`config.mk`:
```
export PLATFORM = sky130hd
export DESIGN_NAME = aes_tx_arb
export DESIGN_NICKNAME = d
export VERILOG_FILES = /design/src/rtl/aes_port_pkg.sv /design/src/rtl/aes_tx_arb.sv
export SDC_FILE = /design/constraint.sdc
export NUM_CORES = 1
export LEC_CHECK = 0
export CORE_MARGIN = 2
export CORE_UTILIZATION = 54
export CTS_CLUSTER_DIAMETER = 30
export DETAILED_ROUTE_END_ITERATION = 7
export DONT_BUFFER_PORTS = 1
export PLACE_DENSITY = 0.69
export SLEW_MARGIN = 20
export SYNTH_ARGS = -nofsm -noshare
export SYNTH_HDL_FRONTEND = slang
export SYNTH_SLANG_ARGS = --single-unit
```
`constraint.sdc`:
```
create_clock -name clk -period 2 [get_ports clk]
set_clock_uncertainty 0.2 [all_clocks]
set_input_delay 0 -clock clk [delete_from_list [all_inputs] [get_ports clk]]
set_output_delay 0 -clock clk [all_outputs]
set_load 0.02 [all_outputs]
```
`src/rtl/aes_port_pkg.sv`:
```
// aes_port_pkg: shared FSM states, frame type codes and header layout for the output port scheduler.
package aes_port_pkg;
  typedef enum logic [1:0] {ST_IDLE, ST_HDR, ST_BLK, ST_STS} state_e;
  localparam logic [7:0] SYNC_BYTE = 8'hA5;
  localparam logic [7:0] TYPE_BLK  = 8'h01;
  localparam logic [7:0] TYPE_STS  = 8'h02;
  localparam int HDR_SYNC_LSB = 24;
  localparam int HDR_TYPE_LSB = 16;
  function automatic logic [31:0] hdr_word(input logic [7:0] sync, input logic [7:0] typ, input logic [15:0] seq);
    return (32'(sync) << HDR_SYNC_LSB) | (32'(typ) << HDR_TYPE_LSB) | 32'(seq);
  endfunction
endpackage

```
`src/rtl/aes_tx_arb.sv`:
```
// aes_tx_arb: round-robin framer sharing one 32-bit FWFT word stream between AES blocks and status words.
module aes_tx_arb
  import aes_port_pkg::*;
#(
  parameter logic [7:0] SYNC_BYTE = aes_port_pkg::SYNC_BYTE,
  parameter logic [7:0] TYPE_BLK  = aes_port_pkg::TYPE_BLK,
  parameter logic [7:0] TYPE_STS  = aes_port_pkg::TYPE_STS
) (
  input  logic         clk,
  input  logic         rst_n,
  input  logic         blk_valid,
  input  logic [127:0] blk_data,
  output logic         blk_ready,
  input  logic         sts_valid,
  input  logic [31:0]  sts_data,
  output logic         sts_ready,
  output logic [31:0]  out_data,
  output logic         out_empty,
  input  logic         out_pop,
  output logic         busy,
  output logic [15:0]  frame_seq
);
  state_e            state_q;
  logic              prio_blk_q;
  logic              is_blk_q;
  logic [1:0]        idx_q;
  logic [15:0]       seq_q;
  logic [3:0][31:0]  payload_q;
  logic              idle;
  assign idle      = state_q == ST_IDLE;
  assign blk_ready = idle & blk_valid & (prio_blk_q | ~sts_valid);
  assign sts_ready = idle & sts_valid & ~blk_ready;
  assign busy      = ~idle;
  assign out_empty = idle;
  assign frame_seq = seq_q;
  // word0 sits in the top lane, so the lane is the inverted word index
  assign out_data  = state_q == ST_HDR ? hdr_word(SYNC_BYTE, is_blk_q ? TYPE_BLK : TYPE_STS, seq_q) :
                     state_q == ST_BLK ? payload_q[~idx_q] :
                     state_q == ST_STS ? payload_q[0] : '0;
  always_ff @(posedge clk or negedge rst_n)
    if (!rst_n) begin
      state_q    <= ST_IDLE;
      prio_blk_q <= 1'b1;
      is_blk_q   <= 1'b0;
      idx_q      <= '0;
      seq_q      <= '0;
      payload_q  <= '0;
    end else begin
      case (state_q)
        ST_IDLE: if (blk_ready | sts_ready) begin
          payload_q  <= blk_ready ? blk_data : {96'b0, sts_data};
          is_blk_q   <= blk_ready;
          prio_blk_q <= ~prio_blk_q;
          state_q    <= ST_HDR;
        end
        ST_HDR: if (out_pop) begin
          seq_q   <= seq_q + 16'd1;
          idx_q   <= '0;
          state_q <= is_blk_q ? ST_BLK : ST_STS;
        end
        ST_BLK: if (out_pop) begin
          idx_q   <= idx_q + 2'd1;
          state_q <= idx_q == 2'd3 ? ST_IDLE : ST_BLK;
        end
        ST_STS: if (out_pop) state_q <= ST_IDLE;
        default: state_q <= ST_IDLE;
      endcase
    end
endmodule
```
==> results.sh, run 1 <==
export IMPL_outcome="did not finish"
export IMPL_last_stage_reached="clock tree synthesis"
export IMPL_run_stop_error="[ERROR RSZ-0060] Max buffer count reached."
export IMPL_design_portCount=217
export IMPL_dieHeight_um=117
export IMPL_syn_num_nets=739
export IMPL_share_of_synthesized_flip_flops_with_an_asynchronous_set_or_reset_pct=100
export IMPL_die_w_um=117
export IMPL_root_buffer="sky130_fd_sc_hd__clkbuf_16"
export IMPL_htree_num_levels=4
export IMPL_syn_cell_area_um2=6940
export IMPL_preCtsSetupSlack_ns=0.102
export IMPL_postSynthRegisterBits=150
export IMPL_initial_core_util_pct=55.2
export IMPL_place_hpwl_mm=12.0
export IMPL_synth_seq_area_share_pct=54.1
export IMPL_cts_hold_repair_buffers=160
export IMPL_numClockSinks=150
export IMPL_port_buffers=0
export IMPL_synth_lib_cells_used_distinct=40
export IMPL_cts_buffer_depth=2
export IMPL_postSynthCellCount=572
export IMPL_floorplan_rows=41
export IMPL_post_synth_edffs=0
export IMPL_tritoncts_num_buffers=17
export IMPL_cts_resized=56
export IMPL_yosys_most_used_dff="sky130_fd_sc_hd__dfrtp_1"
export IMPL_yosys_warnings=0
export IMPL_post_cts_setup_buffers=14
export IMPL_synth_avg_cell_area_um2=12.1
export IMPL_gp_routability_congestion=0.826
cell usage after synthesis, types with 2 or more instances:
| master | count | area, um^2 |
|---|---|---|
| sky130_fd_sc_hd__and3_1 | 3 | 18.8 |
| sky130_fd_sc_hd__buf_4 | 8 | 60.1 |
| sky130_fd_sc_hd__nand4_1 | 5 | 31.3 |
| sky130_fd_sc_hd__nand3_1 | 4 | 20.0 |
| sky130_fd_sc_hd__clkbuf_1 | 22 | 82.6 |
| sky130_fd_sc_hd__mux2_2 | 10 | 113 |
| sky130_fd_sc_hd__o22ai_1 | 9 | 56.3 |
| sky130_fd_sc_hd__a222oi_1 | 19 | 190 |
| sky130_fd_sc_hd__mux4_2 | 22 | 495 |
| sky130_fd_sc_hd__buf_1 | 4 | 15.0 |
| sky130_fd_sc_hd__a22o_1 | 98 | 858 |
| sky130_fd_sc_hd__xnor2_1 | 12 | 105 |
| sky130_fd_sc_hd__inv_1 | 23 | 86.3 |
| sky130_fd_sc_hd__a22oi_1 | 16 | 120 |
| sky130_fd_sc_hd__a221o_1 | 4 | 40.0 |
| sky130_fd_sc_hd__dfrtp_1 | 149 | 3730 |
| sky130_fd_sc_hd__mux2i_1 | 14 | 140 |
| sky130_fd_sc_hd__buf_2 | 17 | 85.1 |
| sky130_fd_sc_hd__a21o_1 | 3 | 22.5 |
| sky130_fd_sc_hd__nand2b_1 | 3 | 18.8 |
| sky130_fd_sc_hd__nand2_1 | 61 | 229 |
| sky130_fd_sc_hd__ha_1 | 2 | 25.0 |
| sky130_fd_sc_hd__a21oi_1 | 13 | 65.1 |
| sky130_fd_sc_hd__xor2_1 | 4 | 35.0 |
| sky130_fd_sc_hd__nor2_1 | 7 | 26.3 |
| sky130_fd_sc_hd__o21ai_0 | 26 | 130 |
cell families after synthesis:
kind of cell,count (synthesis),share of synthesized area (%)
buf+inv,74,4.74
compound gates,193,21.9
simple gates,91,6.08
xor+xnor,16,2.02
fa+ha+maj,2,0.361
mux,46,10.8
flops,150,54.1
per-stage QoR:
step | area, um^2 | utilization (%) | hold slack, ns | std cells
3_5_place_dp | 7410 | 59.0 | -0.492 | 745
3_3_place_gp | 7410 | 59.0 | -0.491 | 745
2_1_floorplan | 6940 | - | -0.496 | 572
==> inputs of run 2 (changes only) <==
CORE_UTILIZATION = 39   (was 54)
CTS_CLUSTER_DIAMETER = default   (was 30)
PLACE_DENSITY = default   (was 0.69)
PLACE_DENSITY_LB_ADDON = 0.15   (was default)
==> run 2 against run 1 <==
The flow now finishes, with violations (hold timing, setup timing). Synthesized area unchanged. Synthesized cell count did not move.
==> results.sh, run 2 <==
export IMPL_outcome="finished with violations"
export IMPL_violations_in_the_final_reports="hold timing, setup timing"
export IMPL_syn_num_nets=739
export IMPL_grt_ovfl_total=0
export IMPL_dieHeight_um=137
export IMPL_via_count=5764
export IMPL_power_density_nw_per_um2=1580
export IMPL_setup_viol=24
export IMPL_cts_hold_repair_buffers=163
export IMPL_gp_routability_congestion=0.773
export IMPL_timing_worst_slew_pin_value_ns=0.473
export IMPL_critical_path_arrival_ns=2.00
export IMPL_max_slew_margin_pct=68.5
export IMPL_die_w_um=137
export IMPL_cpPeakStageDelay_ns=0.50
export IMPL_finalNetCount=929
export IMPL_cts_tree="done"
export IMPL_timing_critical_path_to_type="output port"
export IMPL_initial_core_util_pct=40.0
export IMPL_port_buffers=0
export IMPL_p_leak_nw=4.53
export IMPL_share_of_synthesized_flip_flops_with_an_asynchronous_set_or_reset_pct=100
export IMPL_postSynthCellCount=572
export IMPL_synth_avg_cell_area_um2=12.1
export IMPL_setup_repair_after_global_routing_missed_its_margin="yes"
export IMPL_worst_path_stages=3
export IMPL_layout_area_overhead_vs_synth_pct=44.0
export IMPL_netlist_top_cells_count="149 x sky130_fd_sc_hd__dfrtp_1, 98 x sky130_fd_sc_hd__a22o_1, 61 x sky130_fd_sc_hd__nand2_1"
export IMPL_htree_num_levels=4
export IMPL_r2r_end="payload_q[1]"
export IMPL_fmax_mhz=455
export IMPL_synthTopCellsByArea="sky130_fd_sc_hd__dfrtp_1 54%, sky130_fd_sc_hd__a22o_1 12%, sky130_fd_sc_hd__mux4_2 7.1%"
export IMPL_number_of_flip_flops_in_the_largest_register=128
export IMPL_drt_antenna_violating_nets=0
export IMPL_tritoncts_num_buffers=17
export IMPL_synth_top_cell_area_share_pct=53.8
export IMPL_layout_commonest_cell="sky130_fd_sc_hd__dlygate4sd3_1"
export IMPL_grt_pass1_vias=6058
export IMPL_grt_pass1_wl_mm=32.2
export IMPL_wl_mm=21.0
export IMPL_pin_count_of_the_biggest_net_entering_global_routing=151
export IMPL_crit_path_top_delay_cell="sky130_fd_sc_hd__mux4_2"
export IMPL_wl_per_cell_um=21.0
export IMPL_design_portCount=217
export IMPL_worstSetupPathType="flip-flop to output port"
export IMPL_postSynthRegisterBits=150
export IMPL_report_final_slew_viol_count=0
export IMPL_grt_util_all_layers_pct=22.4
export IMPL_place_hpwl_mm=13.5
export IMPL_layout_cells_most_common_list="163 x sky130_fd_sc_hd__dlygate4sd3_1, 145 x sky130_fd_sc_hd__dfrtp_1, 98 x sky130_fd_sc_hd__a22o_1, 46 x sky130_fd_sc_hd__buf_4, 40 x sky130_fd_sc_hd__nand2_1"
export IMPL_ir_worst_vdd_mv=0.840
export IMPL_path_buf_inv=1
export IMPL_syn_cell_area_um2=6940
export IMPL_drive_gt1_share_pct=21.3
export IMPL_path_clk_slew_ns=0.06
export IMPL_preCtsSetupSlack_ns=0.119
export IMPL_timing_reg2reg_setup_slack_ns=0.14
export IMPL_yosysTopAreaCell="sky130_fd_sc_hd__dfrtp_1"
export IMPL_most_numerous_cell_in_the_yosys_netlist="sky130_fd_sc_hd__dfrtp_1"
export IMPL_finalCritPeriodShare_pct=110
export IMPL_design_core_area_um2=17400
export IMPL_crit_reg2reg_launch="state_q[1]"
export IMPL_timing_hold_ws_ns=-0.923
export IMPL_max_cap_violations=0
export IMPL_cts_buffer_depth=2
export IMPL_post_synth_edffs=0
export IMPL_startpoint_type="flip-flop"
export IMPL_numClockSinks=150
export IMPL_grt_antenna_before_repair=1
export IMPL_hold_path_class="primary input to asynchronous set/reset pin"
export IMPL_yosys_warnings=0
export IMPL_drt_iter0_drc=456
export IMPL_setup_slack_ns=-0.200
export IMPL_multi_input_area_um2=3000
export IMPL_finalWorstPathRequiredPeriod_ns=2.20
export IMPL_synth_lib_cells_used_distinct=40
export IMPL_floorplan_die_area_um2=18900
export IMPL_synth_seq_area_share_pct=54.1
export IMPL_vias_per_cell=5.76
export IMPL_hold_viol_final=150
export IMPL_critical_path_peak_fanout=7
export IMPL_yosys_most_used_dff="sky130_fd_sc_hd__dfrtp_1"
export IMPL_worstPathCellList="buf_6, mux4_2, a221o_2"
export IMPL_root_buffer="sky130_fd_sc_hd__clkbuf_16"
export IMPL_top_register="payload_q"
export IMPL_regArea_um2=3760
export IMPL_drc_errors=0
export IMPL_timing_critical_path_required_ns=1.80
export IMPL_worst_r2r_path_depth=5
export IMPL_drt_pre_antenna_iters=5
export IMPL_floorplan_rows=48
export IMPL_fillers=1399
export IMPL_critical_path_top_delay_family="multiplexers"
export IMPL_clkLatencyLatePin_ns=0.42
run 2: cell type report:
type,instances,share of cell area (%)
Multi-Input combinational cell,348,30.1
Timing Repair Buffer,222,22.1
Inverter,23,0.864
Tap cell,225,2.82
Antenna cell,1,0.0251
Sequential cell,150,37.6
Clock buffer,19,4.53
Clock inverter,13,1.93
run 2: timing repair:
item,4_1_cts,5_1_grt
hold endpoints to repair,299,150
resized for setup,6,41
pin swaps,3,9
cloned,0,0
endpoints found under the setup margin,32,40
setup buffers,4,1
run 2: worst max path at each step:
stage                          start             to  slack, ns
after global routing        idx_q[0]   out_data[16]      -0.26
final                       idx_q[0]   out_data[31]      -0.20
after global placement      idx_q[0]   out_data[31]       0.16
after floorplan           state_q[1]  payload_q[23]       0.15
after detailed placement  state_q[0]    out_data[3]       0.12
after CTS                   idx_q[0]   out_data[31]      -0.20
run 2: stage by stage:
stage	utilization (%)	power (mW)	setup TNS, ns	instance area (um^2)	std cells
floorplan	-	9.56	0	6940	572
global placement	43.3	11.4	0	7520	800
detailed placement	43.3	11.6	0	7520	800
CTS	56.7	15.5	-3.58	9840	999
global route	57.6	16.6	-4.86	9990	1001
finish	57.6	15.7	-2.14	9990	1001
run 2: logic make-up after synthesis:
kind of cell | after synthesis | share of synthesized area, %
adders and majority gates | 2 | 0.361
muxes | 46 | 10.8
AOI/OAI and AO/OA | 193 | 21.9
xor gates and xnor gates | 16 | 2.02
buffers and inverters | 74 | 4.74
DFF | 150 | 54.1
and+or+nand+nor | 91 | 6.08
run 2: report_power, final:
| part | switching (mW) | internal (mW) | total (mW) |
|---|---|---|---|
| clock | 1.33 | 2.17 | 3.50 |
| sequential | 0.948 | 4.41 | 5.36 |
| combinational | 3.59 | 3.30 | 6.89 |
run 2: metal layers:
layer  routed length, um  GRT usage (%)  up-vias
li1                    -              -     2558
met4                 183           4.75        0
met3                1490           6.59       15
met5                   0              0        -
met2               10600           37.7      252
met1                8820           28.8     2939
(Power assumes the default switching activity.)
==> inputs of run 3 (changes only) <==
clock period = 2.3 ns   (was 2 ns; I/O delays follow)
==> run 3 against run 2 <==
The run now fails in clock tree synthesis. Synthesized area is the same. Synthesized cell count unchanged.
==> results.sh, run 3 <==
export IMPL_synthTopCellsByArea="sky130_fd_sc_hd__dfrtp_1 54%, sky130_fd_sc_hd__a22o_1 12%, sky130_fd_sc_hd__mux4_2 7.1%"
export IMPL_initial_core_util_pct=40.0
export IMPL_share_of_synthesized_flip_flops_with_an_asynchronous_set_or_reset_pct=100
export IMPL_tritoncts_num_buffers=17
export IMPL_htree_num_levels=4
export IMPL_synth_seq_area_share_pct=54.1
export IMPL_syn_num_nets=739
export IMPL_cts_hold_repair_buffers=166
export IMPL_run_stop_error="[ERROR RSZ-0060] Max buffer count reached."
export IMPL_dieHeight_um=137
export IMPL_postSynthRegisterBits=150
export IMPL_post_synth_edffs=0
export IMPL_yosys_most_used_dff="sky130_fd_sc_hd__dfrtp_1"
export IMPL_most_numerous_cell_in_the_yosys_netlist="sky130_fd_sc_hd__dfrtp_1"
export IMPL_port_buffers=0
export IMPL_synth_top_cell_area_share_pct=53.8
export IMPL_synth_lib_cells_used_distinct=40
export IMPL_yosys_warnings=0
export IMPL_preCtsSetupSlack_ns=0.409
export IMPL_last_stage_reached="clock tree synthesis"
export IMPL_gp_routability_congestion=0.770
export IMPL_design_portCount=217
export IMPL_cts_buffer_depth=2
export IMPL_numClockSinks=150
export IMPL_syn_cell_area_um2=6940
export IMPL_die_w_um=137
export IMPL_cts_resized=2
export IMPL_postSynthCellCount=572
export IMPL_place_hpwl_mm=13.3
export IMPL_post_cts_setup_buffers=2
export IMPL_root_buffer="sky130_fd_sc_hd__clkbuf_16"
export IMPL_synth_avg_cell_area_um2=12.1
export IMPL_outcome="did not finish"
export IMPL_netlist_top_cells_count="149 x sky130_fd_sc_hd__dfrtp_1, 98 x sky130_fd_sc_hd__a22o_1, 61 x sky130_fd_sc_hd__nand2_1"
export IMPL_yosysTopAreaCell="sky130_fd_sc_hd__dfrtp_1"
export IMPL_floorplan_rows=48
## run 3: cell counts after synthesis
Identical to the previous run, type by type.
## run 3: cells by family after synthesis
group | share of synthesized area (%)
AND/OR/NAND/NOR | 6.08
flip-flops | 54.1
AO/OA/AOI/OAI | 21.9
XOR/XNOR | 2.02
buffers and inverters | 4.74
multiplexers | 10.8
adder cells (fa/ha/maj) | 0.361
## run 3: stage by stage
step	util, %	area (um^2)	std cells
2_1_floorplan	-	6940	572
3_3_place_gp	42.5	7380	794
3_5_place_dp	42.5	7380	794
